File: src/rtl/jk_bank_if.sv
// jk_bank_if: request handshake plus J/K drive and Q feedback between the
// jk_bank_driver (master) and its environment (slave: controller and bank).
//
// Handshake: a request transfers on a rising clk edge where req_valid and
// req_ready are both high; target is sampled only on that edge. req_ready is
// high only while the driver is idle, and there is no backpressure on the
// completion side: done is a single-cycle pulse with err and retries valid
// in the same cycle.
interface jk_bank_if #(
    parameter int WIDTH = 4
) ();
    logic             req_valid;
    logic             req_ready;
    logic [WIDTH-1:0] target;
    logic [WIDTH-1:0] q_fb;
    logic [WIDTH-1:0] j;
    logic [WIDTH-1:0] k;
    logic             busy;
    logic             done;
    logic             err;
    logic [2:0]       retries;

    // Driver side.
    modport master (
        input  req_valid, target, q_fb,
        output req_ready, j, k, busy, done, err, retries
    );

    // Controller/bank side.
    modport slave (
        output req_valid, target, q_fb,
        input  req_ready, j, k, busy, done, err, retries
    );
endinterface

File: src/rtl/jk_bank_driver.sv
// jk_bank_driver: drives the J/K inputs of an external bank of WIDTH JK
// flip-flops so the bank reaches a requested target pattern. Excitation is
// derived from a Q snapshot taken when DRIVE is entered; the result is checked
// after a settle window and failed attempts are retried up to MAX_RETRY times.
//
// Optional feature macro: JK_TOGGLE_DRIVE_EN. When defined, changing bits are
// driven with the toggle code J=K=1 instead of separate set/reset codes.
//
// Latency for a first-attempt success is 1 + HOLD_CYCLES + SETTLE_CYCLES + 1
// clock edges from the accept edge to done: the first DRIVE cycle registers
// the excitation computed from the snapshot, the code is then held for
// HOLD_CYCLES, the hold code for SETTLE_CYCLES, and CHECK takes one cycle.
module jk_bank_driver #(
    parameter int WIDTH         = 4,
    parameter int HOLD_CYCLES   = 1,
    parameter int SETTLE_CYCLES = 2,
    parameter int MAX_RETRY     = 2
) (
    input  logic        clk,
    input  logic        reset,
    jk_bank_if.master   bus,
    output logic [2:0]  state_dbg
);

    // Parameters clamped to their legal ranges so counters cannot overrun.
    localparam int HOLD_C   = (HOLD_CYCLES   < 1) ? 1 : (HOLD_CYCLES   > 15) ? 15 : HOLD_CYCLES;
    localparam int SETTLE_C = (SETTLE_CYCLES < 1) ? 1 : (SETTLE_CYCLES > 15) ? 15 : SETTLE_CYCLES;
    localparam int RETRY_C  = (MAX_RETRY     < 0) ? 0 : (MAX_RETRY     > 7)  ? 7  : MAX_RETRY;

    localparam logic [3:0] HOLD_LAST   = 4'(HOLD_C - 1);
    localparam logic [3:0] SETTLE_LAST = 4'(SETTLE_C - 1);
    localparam logic [2:0] RETRY_LIMIT = 3'(RETRY_C);

    // FSM encoding.
    localparam logic [2:0] S_IDLE   = 3'd0;
    localparam logic [2:0] S_DRIVE  = 3'd1;
    localparam logic [2:0] S_SETTLE = 3'd2;
    localparam logic [2:0] S_CHECK  = 3'd3;
    localparam logic [2:0] S_DONE   = 3'd4;

    logic [2:0]       state;
    logic [2:0]       state_nxt;
    logic [3:0]       phase_cnt;     // cycles spent in the current DRIVE/SETTLE phase
    logic             drive_loaded;  // excitation has been registered onto j/k
    logic [WIDTH-1:0] tgt_q;         // captured target
    logic [WIDTH-1:0] q_snap;        // q_fb sampled on DRIVE entry
    logic [WIDTH-1:0] j_q;
    logic [WIDTH-1:0] k_q;
    logic [WIDTH-1:0] exc_j;
    logic [WIDTH-1:0] exc_k;
    logic [2:0]       retry_cnt;
    logic             err_q;

    logic accept;
    logic hold_done;
    logic settle_done;
    logic match;
    logic can_retry;

    assign accept      = (state == S_IDLE) && bus.req_valid;
    assign hold_done   = drive_loaded && (phase_cnt == HOLD_LAST);
    assign settle_done = (phase_cnt == SETTLE_LAST);
    assign match       = (bus.q_fb == tgt_q);
    assign can_retry   = (retry_cnt < RETRY_LIMIT);

    // Per-bit excitation from the DRIVE-entry snapshot and the captured target.
    always_comb begin
        exc_j = '0;
        exc_k = '0;
`ifdef JK_TOGGLE_DRIVE_EN
        exc_j = q_snap ^ tgt_q;
        exc_k = q_snap ^ tgt_q;
`else
        exc_j = ~q_snap & tgt_q;
        exc_k = q_snap & ~tgt_q;
`endif
    end

    // Next-state decode for the request sequencer.
    always_comb begin
        state_nxt = state;
        case (state)
            S_IDLE: begin
                if (accept) begin
                    state_nxt = S_DRIVE;
                end
            end
            S_DRIVE: begin
                if (hold_done) begin
                    state_nxt = S_SETTLE;
                end
            end
            S_SETTLE: begin
                if (settle_done) begin
                    state_nxt = S_CHECK;
                end
            end
            S_CHECK: begin
                if (!match && can_retry) begin
                    state_nxt = S_DRIVE;
                end else begin
                    state_nxt = S_DONE;
                end
            end
            S_DONE: begin
                state_nxt = S_IDLE;
            end
            default: begin
                state_nxt = S_IDLE;
            end
        endcase
    end

    // State register.
    always_ff @(posedge clk) begin
        if (!reset) begin
            state <= S_IDLE;
        end else begin
            state <= state_nxt;
        end
    end

    // Phase counter: restarts on every DRIVE/SETTLE entry, counts up to the limit only.
    always_ff @(posedge clk) begin
        if (!reset) begin
            phase_cnt <= '0;
        end else if (state != state_nxt) begin
            phase_cnt <= '0;
        end else if (state == S_DRIVE && drive_loaded && phase_cnt != HOLD_LAST) begin
            phase_cnt <= phase_cnt + 4'd1;
        end else if (state == S_SETTLE && phase_cnt != SETTLE_LAST) begin
            phase_cnt <= phase_cnt + 4'd1;
        end
    end

    // Target capture on accept and Q snapshot on every DRIVE entry.
    always_ff @(posedge clk) begin
        if (!reset) begin
            tgt_q  <= '0;
            q_snap <= '0;
        end else begin
            if (accept) begin
                tgt_q <= bus.target;
            end
            if (state_nxt == S_DRIVE && state != S_DRIVE) begin
                q_snap <= bus.q_fb;
            end
        end
    end

    // J/K drive: excitation on the first DRIVE cycle, hold code everywhere else.
    always_ff @(posedge clk) begin
        if (!reset) begin
            j_q          <= '0;
            k_q          <= '0;
            drive_loaded <= 1'b0;
        end else if (state == S_DRIVE && !drive_loaded) begin
            j_q          <= exc_j;
            k_q          <= exc_k;
            drive_loaded <= 1'b1;
        end else if (state == S_DRIVE && !hold_done) begin
            j_q          <= j_q;
            k_q          <= k_q;
            drive_loaded <= 1'b1;
        end else begin
            j_q          <= '0;
            k_q          <= '0;
            drive_loaded <= 1'b0;
        end
    end

    // Retry counter and error flag: cleared on accept, held after DONE until the next accept.
    always_ff @(posedge clk) begin
        if (!reset) begin
            retry_cnt <= '0;
            err_q     <= 1'b0;
        end else if (accept) begin
            retry_cnt <= '0;
            err_q     <= 1'b0;
        end else if (state == S_CHECK) begin
            if (match) begin
                err_q <= 1'b0;
            end else if (can_retry) begin
                retry_cnt <= retry_cnt + 3'd1;
            end else begin
                err_q <= 1'b1;
            end
        end
    end

    assign bus.j         = j_q;
    assign bus.k         = k_q;
    assign bus.req_ready = (state == S_IDLE);
    assign bus.busy      = (state != S_IDLE);
    assign bus.done      = (state == S_DONE);
    assign bus.err       = err_q;
    assign bus.retries   = retry_cnt;
    assign state_dbg     = state;

endmodule

File: src/flat_wrapper.sv
// flat-port wrapper written by rule: the top's interface ports become plain ports
module jk_bank_driver_flat 
#(
    parameter int WIDTH         = 4,
    parameter int HOLD_CYCLES   = 1,
    parameter int SETTLE_CYCLES = 2,
    parameter int MAX_RETRY     = 2
)
  (clk, reset, state_dbg, bus_req_valid, bus_target, bus_q_fb, bus_req_ready, bus_j, bus_k, bus_busy, bus_done, bus_err, bus_retries);
  jk_bank_if #(.WIDTH(WIDTH)) bus_i ();
  input  logic clk;
  input  logic reset;
  output logic [2:0] state_dbg;
  input wire logic [$bits(bus_i.req_valid)-1:0] bus_req_valid;
  input wire logic [$bits(bus_i.target)-1:0] bus_target;
  input wire logic [$bits(bus_i.q_fb)-1:0] bus_q_fb;
  output wire logic [$bits(bus_i.req_ready)-1:0] bus_req_ready;
  output wire logic [$bits(bus_i.j)-1:0] bus_j;
  output wire logic [$bits(bus_i.k)-1:0] bus_k;
  output wire logic [$bits(bus_i.busy)-1:0] bus_busy;
  output wire logic [$bits(bus_i.done)-1:0] bus_done;
  output wire logic [$bits(bus_i.err)-1:0] bus_err;
  output wire logic [$bits(bus_i.retries)-1:0] bus_retries;
  assign bus_i.req_valid = bus_req_valid;
  assign bus_i.target = bus_target;
  assign bus_i.q_fb = bus_q_fb;
  assign bus_req_ready = bus_i.req_ready;
  assign bus_j = bus_i.j;
  assign bus_k = bus_i.k;
  assign bus_busy = bus_i.busy;
  assign bus_done = bus_i.done;
  assign bus_err = bus_i.err;
  assign bus_retries = bus_i.retries;
  jk_bank_driver #(.WIDTH(WIDTH), .HOLD_CYCLES(HOLD_CYCLES), .SETTLE_CYCLES(SETTLE_CYCLES), .MAX_RETRY(MAX_RETRY)) u_core (.clk(clk), .reset(reset), .bus(bus_i), .state_dbg(state_dbg));
endmodule
File: config.mk
export PLATFORM = sky130hd
export DESIGN_NAME = jk_bank_driver_flat
export DESIGN_NICKNAME = d
export VERILOG_FILES = /design/src/rtl/jk_bank_if.sv /design/src/rtl/jk_bank_driver.sv /design/src/flat_wrapper.sv
export SDC_FILE = /design/constraint.sdc
export NUM_CORES = 1
export LEC_CHECK = 0
export CAP_MARGIN = 15
export CORE_UTILIZATION = 45
export CTS_CLUSTER_SIZE = 20
export DETAILED_ROUTE_END_ITERATION = 10
export PLACE_DENSITY = 0.77
export SYNTH_ARGS = -nofsm -noshare
export SYNTH_HDL_FRONTEND = slang
export SYNTH_SLANG_ARGS = --single-unit
export TNS_END_PERCENT = 1
File: constraint.sdc
create_clock -name clk -period 1.4 [get_ports clk]
set_input_delay 0.28 -clock clk [delete_from_list [all_inputs] [get_ports clk]]
set_output_delay 0.28 -clock clk [all_outputs]
set_load 0.05 [all_outputs]
==> flow_summary.json <==
{
  "antenna_found_initial": 0,
  "multi_input_area_um2": 857,
  "hold_violations": 0,
  "netlist_area_um2": 1440,
  "die_h_um": 58.6,
  "worst_pin_slew_ps": 355,
  "drt_pass1_iterations": 4,
  "synth_seq_area_share_pct": 38.8,
  "grt_pass1_vias": 1355,
  "dp_worst_setup_slack_ps": -547,
  "dp_hpwl_um": 2700,
  "grt_max_degree": 21,
  "syn_avg_cell_area_um2": 9.14,
  "cts_root_buffer": "clkbuf_4",
  "setup_ws_ps": -259,
  "required_ps": 1120,
  "vias": 1360,
  "synth_ff_type": "dfxtp_1",
  "register_area_um2": 573,
  "place.gp.congestion": 0.793,
  "rows": 20,
  "worstSetupPathType": "flop to output pin",
  "clkLatencyLatePin_ps": 330,
  "fmax_ghz": 0.603,
  "p_leak_nw": 0.894,
  "fin_worst_skew_ps": 6.89,
  "min_path_cells": 2,
  "numPortBuffers": 28,
  "via_per_inst": 5.27,
  "grt_pass1_wl_um": 6030,
  "syn_inst": 158,
  "ys_warn_count": 0,
  "final_util_pct": 75.6,
  "min_from": "u_core.q_snap[3]$_SDFFE_PN0P_",
  "gr-total-overflow": 0,
  "clkTransAtPathRegs_ps": 150,
  "fin_crit_sh_pct": 119,
  "diodes": 0,
  "worst-endpoint-arrival_ps": 1380,
  "synthXorXnorAreaFrac_pct": 2.43,
  "track_usage_pct": 22.8,
  "drc": 0,
  "wl_per_cell_um": 14.0,
  "synth_top_family_by_area": "simple AND/OR/NAND/NOR gates",
  "p_per_area_nw_per_um2": 694,
  "slew_headroom_pct": 76.2,
  "synth_compound_area_share_pct": 21.1,
  "cts_max_path_buffers": 2,
  "fill_cells": 228,
  "endpoint_kind": "output pin",
  "drive_gt1_share_pct": 34.6,
  "htreeDepth": 1,
  "cts_hold_buf": 0,
  "synth_cell_types": 41,
  "failed_checks": "negative setup slack",
  "synthSimpleGateAreaFrac_pct": 23.5,
  "min_period_ps": 1660,
  "pin_count": 29,
  "final_nets": 230,
  "cts_tree": "yes",
  "cap_violations": 0,
  "r2r-end": "u_core.phase_cnt[3]$_SDFFE_PP0P_",
  "critPathMaxFanout": 3,
  "synth_mux_area_share_pct": 4.16,
  "yosys.area_share.adder_pct": 3.47,
  "hold-path-endpoint": "u_core.q_snap[3]$_SDFFE_PN0P_",
  "r2r_setup_slack_ps": -220,
  "hp-class": "flop to flop",
  "syn2layout_area_growth_pct": 59.8,
  "dieWidth_um": 58.6,
  "rsz0062_at_grt": "yes",
  "dieArea_um2": 3440,
  "startpoint_type": "flop",
  "outcome": "finished with violations",
  "drv_slew": 0,
  "ant_nets": 0,
  "synth_edf_count": 0,
  "finalSetupViolCount": 21,
  "ir_drop_mv": 0.546,
  "cts.sinks": 28,
  "async_reset_ff_share_pct": 0,
  "drt-initial-drc-count": 48,
  "numCtsBuffers": 3,
  "r2r_start": "u_core.state_dbg[2]$_SDFF_PN0_",
  "layout_commonest_cell": "dfxtp_1",
  "ys_ff_latch": 28,
  "r2r_cells": 6,
  "wirelength_um": 3620,
  "synthesis.nets": 173,
  "final_cell_mix": "24 x dfxtp_1, 23 x buf_4, 19 x buf_12, 14 x nor2b_1, 12 x inv_1",
  "start_util_pct": 47.3,
  "core_um2": 3050
}
[worst max path at each step]
stage,from,to,slack (ps),cells after the start
after floorplan,u_core.state_dbg[0]$_SDFF_PN0_,bus_busy,-410,3
after global placement,bus_q_fb[1],u_core.q_snap[0]$_SDFFE_PN0P_,-480,5
after detailed placement,bus_q_fb[1],u_core.q_snap[3]$_SDFFE_PN0P_,-550,5
after CTS,u_core.state_dbg[1]$_SDFF_PN0_,bus_busy,-260,4
after global routing,u_core.state_dbg[1]$_SDFF_PN0_,bus_busy,-360,4
final,u_core.state_dbg[1]$_SDFF_PN0_,bus_busy,-260,4
[per-stage QoR]
step	cell area (um2)	hold WS (ps)	power [mW]	std cells	TNS [ps]
CTS	2260	515	1.59	258	-2870
finish	2310	519	1.60	258	-2820
floorplan	1480	419	1.07	158	-1370
detailed placement	2140	496	1.24	249	-7630
global route	2310	538	1.68	258	-4560
global placement	2140	471	1.22	249	-6540
[kinds of logic after synthesis]
family / count (synthesis)
flip-flops: 28
multiplexers: 6
adder cells (fa/ha/maj): 4
buffers and inverters: 21
AO/OA/AOI/OAI: 40
XOR/XNOR: 4
AND/OR/NAND/NOR: 55
[layout make-up]
class | count | share of cell area [%]
clock buffers | 4 | 1.14
inverters | 14 | 2.44
repair buffers | 59 | 32.0
flip-flops and latches | 28 | 24.8
multi-input cells | 109 | 37.1
well taps | 44 | 2.39
[state kept, by name, summed over array words and instances, names as in the netlist]
signal,cells
u_core.bus.retries,3
u_core.state_dbg,3
u_core.phase_cnt,4
u_core.bus.err,1
u_core.q_snap,4
u_core.tgt_q,4
u_core.drive_loaded,1
u_core.bus.j,4
u_core.bus.k,4
[per-layer routing]
layer | part of all wire (%) | GRT usage, % | wire length (um)
met1 | 42 | 28.2 | 1520
met4 | 0.55 | 5.10 | 20
met5 | 0 | 0 | 0
met2 | 55 | 41.9 | 1980
met3 | 2.8 | 3.30 | 103
[critical path, cell delays in order (launching register included)]
cell,delay [ps]
dfxtp_4,390
buf_12,130
nor3_4,250
clkinvlp_4,140
buf_8,160
[cells in the mapped netlist (2+ instances only)]
cell       n  area, um2
o21ai_0    6       30.0
ha_1       4       50.1
a32oi_1    8       70.1
mux2i_1    6       60.1
inv_1     14       52.6
a31oi_1    3       18.8
nand3_1    7       35.0
nand3b_1   2       15.0
a21o_1     2       15.0
xor2_1     4       35.0
dfxtp_1   28        561
a21oi_1   10       50.1
nor2b_1   14       87.6
nor2_1    10       37.5
and4bb_2   2       25.0
clkbuf_1   2       7.51
nand2_1    9       33.8
buf_4      4       30.0
[where the power goes]
group / internal, mW / switching (mW)
Combinational: 0.208 / 0.196
Sequential: 0.821 / 0.0325
Clock: 0.112 / 0.232
[what timing repair did]
action	in CTS	in global routing
setup endpoints to repair	27	31
pin swaps	5	0
buffers inserted	5	0
gates resized for setup	9	10
Power figures use the tool's default switching activity.
